[config.mk]
export PLATFORM = sky130hd
export DESIGN_NAME = pcie_lane_serializer
export DESIGN_NICKNAME = d
export VERILOG_FILES = /design/src/rtl/pcie_lane_serializer.sv
export SDC_FILE = /design/constraint.sdc
export NUM_CORES = 1
export LEC_CHECK = 0
export ABC_AREA = 1
export BUFFER_PORTS_ARGS = -buffer_cell sky130_fd_sc_hd__buf_2
export CELL_PAD_IN_SITES_DETAIL_PLACEMENT = 0
export CELL_PAD_IN_SITES_GLOBAL_PLACEMENT = 1
export CORE_MARGIN = 1
export CORE_UTILIZATION = 37
export CTS_CLUSTER_DIAMETER = 200
export DETAILED_ROUTE_END_ITERATION = 8
export PLACE_DENSITY = 0.78
export SYNTH_ARGS = -nofsm -noshare
export SYNTH_HDL_FRONTEND = slang
export SYNTH_SLANG_ARGS = --single-unit
export TNS_END_PERCENT = 1
[constraint.sdc]
create_clock -name clk_i -period 1.37 [get_ports clk_i]
set_clock_uncertainty 0.1 [all_clocks]
set_input_delay 0 -clock clk_i [delete_from_list [all_inputs] [get_ports clk_i]]
set_output_delay 0 -clock clk_i [all_outputs]
set_load 0.02 [all_outputs]
[src/rtl/pcie_lane_serializer.sv]
// Multi-lane parallel-to-serial converter for the TX PHY path. A one-deep hold register
// feeds a per-lane shifter so back-to-back symbols stream with no gap between them.
module pcie_lane_serializer #(
  parameter int unsigned DATA_WIDTH = 10,
  parameter int unsigned NUM_LANES  = 1,
  parameter bit          LSB_FIRST  = 1'b1,
  parameter logic        IDLE_BIT   = 1'b0
) (
  input  logic                            clk_i,
  input  logic                            rst_ni,
  input  logic                            tx_en_i,
  input  logic                            sym_valid_i,
  input  logic [NUM_LANES*DATA_WIDTH-1:0] sym_data_i,
  output logic                            sym_ready_o,
  output logic [NUM_LANES-1:0]            bit_o,
  output logic                            bit_valid_o,
  output logic                            sym_start_o,
  output logic                            underrun_o,
  output logic                            busy_o
);

  localparam int unsigned CntW    = (DATA_WIDTH > 1) ? $clog2(DATA_WIDTH) : 1;
  localparam int unsigned BusW    = NUM_LANES * DATA_WIDTH;
  localparam int unsigned OutIdx  = LSB_FIRST ? 0 : DATA_WIDTH - 1;
  localparam logic [CntW-1:0] CntLast = CntW'(DATA_WIDTH - 1);

  typedef enum logic {StIdle, StShift} state_e;

  state_e            state_q, state_d;
  logic              hold_valid_q, hold_valid_d;
  logic [BusW-1:0]   hold_q, hold_d;
  logic [BusW-1:0]   shift_q, shift_d;
  logic [CntW-1:0]   cnt_q, cnt_d;
  logic              underrun_q, underrun_d;
  logic              last_bit;
  logic              load;
  logic              accept;

  assign last_bit    = (state_q == StShift) && (cnt_q == CntLast);
  assign load        = hold_valid_q && tx_en_i && ((state_q == StIdle) || last_bit);
  assign sym_ready_o = !hold_valid_q || load;
  assign accept      = sym_valid_i && sym_ready_o;

  always_comb begin
    hold_d       = hold_q;
    hold_valid_d = hold_valid_q;
    if (accept) begin
      hold_d       = sym_data_i;
      hold_valid_d = 1'b1;
    end else if (load) begin
      hold_valid_d = 1'b0;
    end
  end

  always_comb begin
    state_d    = state_q;
    cnt_d      = cnt_q;
    shift_d    = shift_q;
    underrun_d = 1'b0;
    if (load) begin
      state_d = StShift;
      cnt_d   = '0;
      shift_d = hold_q;
    end else if (last_bit) begin
      // Shifter ran dry; only a starved (enabled) link counts as an underrun.
      state_d    = StIdle;
      cnt_d      = '0;
      underrun_d = tx_en_i;
    end else if (state_q == StShift) begin
      cnt_d = cnt_q + CntW'(1);
      for (int k = 0; k < int'(NUM_LANES); k++) begin
        shift_d[k*DATA_WIDTH +: DATA_WIDTH] = LSB_FIRST ?
            (shift_q[k*DATA_WIDTH +: DATA_WIDTH] >> 1) :
            (shift_q[k*DATA_WIDTH +: DATA_WIDTH] << 1);
      end
    end
  end

  always_ff @(posedge clk_i or negedge rst_ni) begin
    if (!rst_ni) begin
      state_q      <= StIdle;
      hold_valid_q <= 1'b0;
      hold_q       <= '0;
      shift_q      <= '0;
      cnt_q        <= '0;
      underrun_q   <= 1'b0;
    end else begin
      state_q      <= state_d;
      hold_valid_q <= hold_valid_d;
      hold_q       <= hold_d;
      shift_q      <= shift_d;
      cnt_q        <= cnt_d;
      underrun_q   <= underrun_d;
    end
  end

  always_comb begin
    bit_o = {NUM_LANES{IDLE_BIT}};
    if (state_q == StShift) begin
      for (int k = 0; k < int'(NUM_LANES); k++) begin
        bit_o[k] = shift_q[k*DATA_WIDTH + OutIdx];
      end
    end
  end

  assign bit_valid_o = (state_q == StShift);
  assign sym_start_o = (state_q == StShift) && (cnt_q == '0);
  assign underrun_o  = underrun_q;
  assign busy_o      = hold_valid_q || (state_q == StShift);

endmodule
# Word level (Yosys, flattened, before mapping)
# Index checks and enable logic that the tools add are counted.
totals:
  reg_bits: 27
  out_inout_bits: 6
  input_bits: 14
classes:
  n_reduce_logical: 15
  n_eq_ne: 2
  addsub: 1
  bitwise_logic: 1
  n_mux: 13
op_table:
  columns: ["operator", "n"]
  rows:
  - ["$mux 10", 3]
  - ["$mux 4", 3]
  - ["$mux 1", 7]
  - ["$reduce_bool 2->1", 3]
  - ["$logic_and 1x1->1", 5]
  - ["$add 4x1->4 const B", 1]
  - ["$eq 4x4->1 const B", 1]
  - ["$logic_not 4->1", 1]
  - ["$logic_or 1x1->1", 3]
  - ["$reduce_bool 3->1", 1]
  - ["$ne 2x1->1 const B", 1]
  - ["$reduce_and 2->1", 1]
  - ["$logic_not 1->1", 1]
  - ["$not 1->1", 1]

# Depth between registers and ports, before layout
# Gate-level depths: netlist of run 1.
depth:
  depth_word: 7
  depth_mapped: 10
  depth_no_buf: 9

# Worst setup path before layout of run 1
# OpenSTA, ideal clock, no wires.
synth_path:
  path_kind: "reg-to-reg"
  start: "register cnt_q[1]"
  end: "register hold_q[1]"
  slack_ns: -0.046
  arrival_ns: 1.199
  period_less_slack_ns: 1.416
  stages_incl_launch_ff: 11
  path_buffers: 1
  path_cell_list: "dfrtp_1 inv_1 ha_1 nand3_2 nand2_4 nand2_2 nand2_4 nand2_2 buf_6 nand2_1 nand2_1"
synth_between:
  elab_chain_cells: 6
synth_rtl:
  columns: ["element", "line_no", "text"]
  rows:
  - ["start: declaration", "33", "logic [CntW-1:0] cnt_q, cnt_d;"]
  - ["start signal: assignment", "92", "cnt_q <= cnt_d;"]
  - ["$eq 4x4->1", "39", "assign last_bit = (state_q == StShift) && (cnt_q == CntLast);"]
  - ["$logic_and 1x1->1", "39", null]
  - ["$logic_or 1x1->1", "40", "assign load = hold_valid_q && tx_en_i && ((state_q == StIdle) || last_bit);"]
  - ["$logic_and 1x1->1", "40", null]
  - ["$logic_or 1x1->1", "41", "assign sym_ready_o = !hold_valid_q || load;"]
  - ["$logic_and 1x1->1", "42", "assign accept = sym_valid_i && sym_ready_o;"]
  - ["end signal: assignment", "90", "hold_q <= hold_d;"]
  - ["end: declaration", "31", "logic [BusW-1:0] hold_q, hold_d;"]
# Every way passes these cells.
# A chain may end at the register's enable or synchronous reset.

# Final worst setup path of run 1
layout_path:
  start: "register cnt_q[0]"
  end: "output sym_ready_o"
layout_between:
  elab_chain_cells: 5
layout_rtl:
  columns: ["element", "line_no", "text"]
  rows:
  - ["$eq 4x4->1", "39", null]
  - ["$logic_and 1x1->1", "39", null]
  - ["$logic_or 1x1->1", "40", null]
  - ["$logic_and 1x1->1", "40", null]
  - ["$logic_or 1x1->1", "41", null]
  - ["end: declaration", "14", "output logic sym_ready_o,"]
# Every way passes these cells.

==> results of run 1 <==
==> power groups by stage <==
| stage | Combinational [W] | Sequential (W) | Clock [W] |
|---|---|---|---|
| 2_1_floorplan | 0.000851 | 0.00132 | 0 |
| 3_3_place_gp | 0.00130 | 0.00132 | 0 |
| 3_5_place_dp | 0.00133 | 0.00132 | 0 |
| 4_1_cts | 0.00158 | 0.00131 | 0.000355 |
| 5_1_grt | 0.00185 | 0.00135 | 0.000400 |
| 6_report | 0.00166 | 0.00131 | 0.000349 |
==> state kept, by name (all words and copies together) (netlist names) <==
register	cells
bit_valid_o	1
cnt_q	4
hold_q	10
hold_valid_q	1
shift_q	10
underrun_o	1
==> metal layers <==
layer | track usage | vias up | wire length (µm)
li1 | - | 545 | -
met1 | 0.2107 | 501 | 1139
met4 | 0.07973 | 0 | 49
met5 | 0 | - | 0
met2 | 0.2905 | 26 | 1255
met3 | 0.03896 | 5 | 90
==> stage by stage <==
stage,utilization,instances,power [W],TNS [ns]
floorplan,-,138,0.002175,-0.04699
global placement,0.4685,207,0.002616,0
detailed placement,0.4685,207,0.002648,-0.2968
CTS,0.5415,228,0.003238,-2.196
global route,0.5520,228,0.003597,-3.471
finish,0.5520,228,0.003312,-1.501
==> worst paths after layout <==
check,startpoint,end,slack (ns),depth (start not counted)
max,cnt_q[0]$_DFFE_PN0P_,sym_ready_o,-0.16,7
min,rst_ni,underrun_o$_DFF_PN0_,0.08,2
max reg2reg,cnt_q[0]$_DFFE_PN0P_,hold_q[7]$_DFFE_PN0P_,-0.10,9
min reg2reg,hold_q[1]$_DFFE_PN0P_,hold_q[1]$_DFFE_PN0P_,0.39,2
max in group asynchronous,rst_ni,hold_q[3]$_DFFE_PN0P_,0.70,2
min in group clk_i,sym_data_i[6],hold_q[6]$_DFFE_PN0P_,0.32,4
==> final cells by class <==
class                   count  area share
well taps                  44     0.03214
multi-input cells          96      0.3199
flip-flops and latches     27      0.3944
clock buffers               4     0.01534
repair buffers             49      0.2199
inverters                   8     0.01826
==> cells in the final DEF, fill, tap and decap left out, drive strengths merged, types with 3 or more instances in the layout <==
| cell type | synthesis | final |
|---|---|---|
| nand2 | 43 | 43 |
| ha | 3 | 3 |
| dlygate4sd3 | 0 | 13 |
| o21ai | 3 | 3 |
| dfrtp | 27 | 27 |
| buf | 5 | 36 |
| clkbuf | 2 | 4 |
| nand3 | 41 | 41 |
| inv | 7 | 7 |
==> cells in the mapped netlist <==
library cell	count	area, µm²
nand3_2	1	10.01
nand2_4	2	22.52
inv_1	5	18.77
nand2_2	2	12.51
dfrtp_1	27	675.7
buf_6	2	22.52
o21ai_0	3	15.01
ha_1	3	37.54
xor2_1	1	8.760
nand2_1	39	146.4
or2_2	1	6.260
nor4b_1	1	8.760
nor3_1	1	5.000
inv_2	2	7.510
nand3_1	40	200.2
clkbuf_1	2	7.510
clkinv_1	1	3.750
xnor2_1	1	8.760
o22ai_1	1	6.260
buf_2	3	15.01
==> cells by family (layout without fill, tap and decap cells) <==
family	count (synthesis)	in the layout
buffers and inverters	15	61
xor gates and xnor gates	2	2
DFF	27	27
adders and majority gates	3	3
AOI/OAI and AO/OA	4	4
and+or+nand+nor	87	87
==> what timing repair did <==
action	in CTS	in global routing
endpoints found under the setup margin	21	29
endpoints found under the hold margin	39	0
hold buffers	13	0
buffers inserted	4	0
pin swaps	3	3
resized for setup	12	7
==> metrics, run 1 <==
combinational share of power 0.500; max-cap viol count 0; Setup CP Type reg2out; CP required 1.27 ns; multi-input logic area 548.0 µm²; GRT Resource Usage Total 0.1732; largest net degree at the start of global routing 28; switching share of power 0.3973; Tmin final 1.535 ns; Clk pwr share 0.105; Worst path most repeated cell nand2_4; final hold vios 0; violated checks setup timing; main combinational cell family by area after synthesis simple AND/OR/NAND/NOR gates; CTS tree built; Top Ports 20; DP HPWL 1.741 mm; simple-gate share of the synthesized area 0.3323; LEAKAGE 0.8738 nW; NumNets Final 202; first-pass GRT wire length roughly 4.6 mm; syn nets 155; CP bufs+invs 2; synthesized area per cell 8.976 µm²; crit-path cells ha_4 > nand3_4 > nand2_4 > nand2_4 > nand2_4 > buf_6 > buf_6; vias in the first global route 1039; RSZ-0062 raised after global routing yes; Clock Root Buffer clkbuf_4; Reg clk slew, reported paths 0.14 ns; Crit path max-delay family flip-flops; DR vias/cell ~4.7; Max clock buf depth 2; TritonCTS Buffers 3; # DRC 0; cell area after layout 1713 µm²; Adder-Cell Fraction of Synth Area 0.03030; peak supply drop 0.8961 mV; synth unique cells 20; via count of the routed design 1077; Yosys reg bits 27; outcome finished, violations left; Synth Area in Compound Gates 0.01717; Placed Area 1454 µm²; pre-CTS WS -0.04127 ns; fin crit share 1.120; Initial Util 0.3992; Int Pwr 0.001996 W; Slew @ Worst Pin a little under 0.6 ns; Max stage delay on crit path 0.45 ns; area growth from synthesis to layout 38.28%; sequential area share after synthesis 0.5455; Data arrival, critical path 1.43 ns; Synth Instances about 140; Remaining Overflow, GRT 0; port bufs 19; share of power burned in registers 0.395; initial antenna violation count 0; Die ar. 3583 µm²; Net Switching 0.001316 W; die height 59.86 µm; row count 20; Rel. slew slack 0.6081; antenna-violating nets left 0; WHS 0.07957 ns; H-tree Lvls 1; CTS sink cnt 27; startpoint types flop; multiplexer share of the synthesized area 0; Mapped Area 1239 µm²; Yosys warning count 0; Detailed Route WL between 2 and 3 mm; antenna cells 0; Max FO, Critical Path 2; sequential cell area 675.6 µm²; routed length per instance 11.12 µm; final worst slack -0.1646 ns; Power Dens Cells 1934 nW/µm²; layout cell share with drive strength beyond 1 0.2989; Slowest cell on crit path dfrtp_1; crit path capture type primary output; final setup vio count 23; f_max 651.6 MHz; Die Wd 59.86 µm; Pre-Repair DR Iteration Count 4; Filler Cell Count 313; Slew Viols, Final 0; Starting DRT DRC Count 39; routability cong. 0.8316; post-synthesis xor/xnor area fraction 0.01414; Worst Hold Class in2async; Clock Latency Late Sink 0.33 ns; total core area 3103 µm²
No activity file was read; power rests on OpenSTA's default activity.
==> inputs of run 2 (changes only) <==
- CORE_ASPECT_RATIO: default -> 0.5
==> metrics, run 2 (synthesized netlist as in run 1, its figures left out) <==
outcome finished, violations left; violated checks DRC, setup timing; pre-CTS WS -0.04723 ns; port bufs 19; DR vias/cell between 4 and 5; H-tree Lvls 1; met1 usage 0.2519; die height 42.92 µm; total core area 3100 µm²; DP HPWL 1.808 mm; Slew @ Worst Pin 0.5931 ns; RSZ-0062 raised after global routing yes; Die Wd around 84 µm; Max clock buf depth 2; NumNets Final 202; FF-to-FF path depth 9; CP required around 1.3 ns; most frequent cells in the layout nand3_1, nand2_1, dfrtp_1, buf_2; WHS 0.08823 ns; Worst Hold Class in2reg; Worst path most repeated cell nand2_4; setup_tns -1.249 ns; Filler Cell Count ~300; Power Dens Cells 2007 nW/µm²; Max stage delay on crit path 0.43 ns; multi-input logic area around 560 µm²; final setup vio count 23; Hold Crit Depth 4; CTS sink cnt 27; M2 GR Usage 0.2557; Initial Util 0.3995; largest net degree at the start of global routing 28; final worst slack -0.1051 ns; antenna cells 0; global route hottest layer met2; Starting DRT DRC Count 80; commonest non-fill, non-tap cell in the layout nand3_1; peak supply drop about 0.67 mV; f_max 677.9 MHz; fin crit share 1.077; GRT Resource Usage Total 0.1710; Max FO, Critical Path 4; layout cell share with drive strength beyond 1 0.3207; Top Ports 20; vias in the first global route just under 1000; routed length per instance 12.37 µm; max-cap viol count 0; CTS tree built; met3 Usage GRT 0.05058; Rel. slew slack 0.6046; routability cong. 0.7573; Tmin final about 1.5 ns; Data arrival, critical path 1.38 ns; Clock Latency Late Sink between 0.2 and 0.3 ns; sequential cell area a little under 700 µm²; final core occ 0.5613; LEAKAGE approximately 0.88 nW; startpoint types flop; top flop regs hold_q x10, shift_q x10, cnt_q x4; via count of the routed design 1046; row count 14; Remaining Overflow, GRT 0; Reg clk slew, reported paths 0.09 ns; Die ar. about 3600 µm²; Setup CP Type reg2out; first-pass GRT wire length 4.692 mm; area growth from synthesis to layout 40.51%; TritonCTS Buffers 3; # DRC 4; crit path capture type primary output; initial antenna violation count 0; final hold vios 0; Slew Viols, Final 0; Pre-Repair DR Iteration Count 7; Detailed Route WL 2.770 mm; Slowest cell on crit path dfrtp_1; antenna-violating nets left 0; crit-path cells ha_4 > nand3_4 > nand2_4 > nand2_4 > nand2_4 > buf_6 > buf_6; Clock Root Buffer clkbuf_8
run 2: layer usage:
metal / routed length [µm] / up-vias
met5: 0 / -
met4: 0 / 0
met2: 1231 / 19
li1: - / 541
met3: 96 / 0
met1: 1442 / 486
run 2: final timing paths:
| check | startpoint | to | slack [ns] |
|---|---|---|---|
| max in group asynchronous | rst_ni | shift_q[6]$_DFFE_PN0P_ | 0.62 |
| setup / recovery | cnt_q[0]$_DFFE_PN0P_ | sym_ready_o | -0.11 |
| setup reg to reg | cnt_q[0]$_DFFE_PN0P_ | hold_q[4]$_DFFE_PN0P_ | -0.07 |
| hold reg to reg | hold_q[8]$_DFFE_PN0P_ | hold_q[8]$_DFFE_PN0P_ | 0.39 |
| hold / removal | tx_en_i | bit_valid_o$_DFFE_PN0P_ | 0.09 |
| min in group asynchronous | rst_ni | cnt_q[2]$_DFFE_PN0P_ | 0.16 |
run 2: area by class of cell:
cell class,count,share of cell area
Tap cell,40,0.02876
Timing Repair Buffer,49,0.2185
Clock inverter,1,0.002876
Multi-Input combinational cell,96,0.3192
Clock buffer,3,0.02372
Sequential cell,27,0.3882
Inverter,8,0.01869
run 2: worst max-delay path, delay by kind of cell (launching register included):
kind,cells,cell delay (ns)
adder cells (fa/ha/maj),1,0.18
buffers and inverters,2,0.24
flip-flops,1,0.43
AND/OR/NAND/NOR,4,0.25
run 2: repair_timing:
action,CTS,global route
endpoints found under the hold margin,38,0
buffers inserted,3,1
endpoints found under the setup margin,13,29
hold buffers,13,0
gates resized for setup,10,14
pin swaps,2,11
run 2: through the flow:
| step | cells | cell area, µm² | power [W] |
|---|---|---|---|
| after floorplan | 138 | 1251 | 0.002175 |
| after global placement | 203 | 1449 | 0.002632 |
| after detailed placement | 203 | 1449 | 0.002661 |
| after CTS | 223 | 1679 | 0.003323 |
| after global routing | 224 | 1740 | 0.003766 |
| final | 224 | 1740 | 0.003493 |
run 2: report_power, final:
| group | switching [W] | internal, W | total [W] |
|---|---|---|---|
| clock network | 0.000242 | 0.000204 | 0.000446 |
| logic | 0.000931 | 0.000805 | 0.00174 |
| registers | 0.000202 | 0.00111 | 0.00131 |
| total | 0.00137 | 0.00212 | 0.00349 |
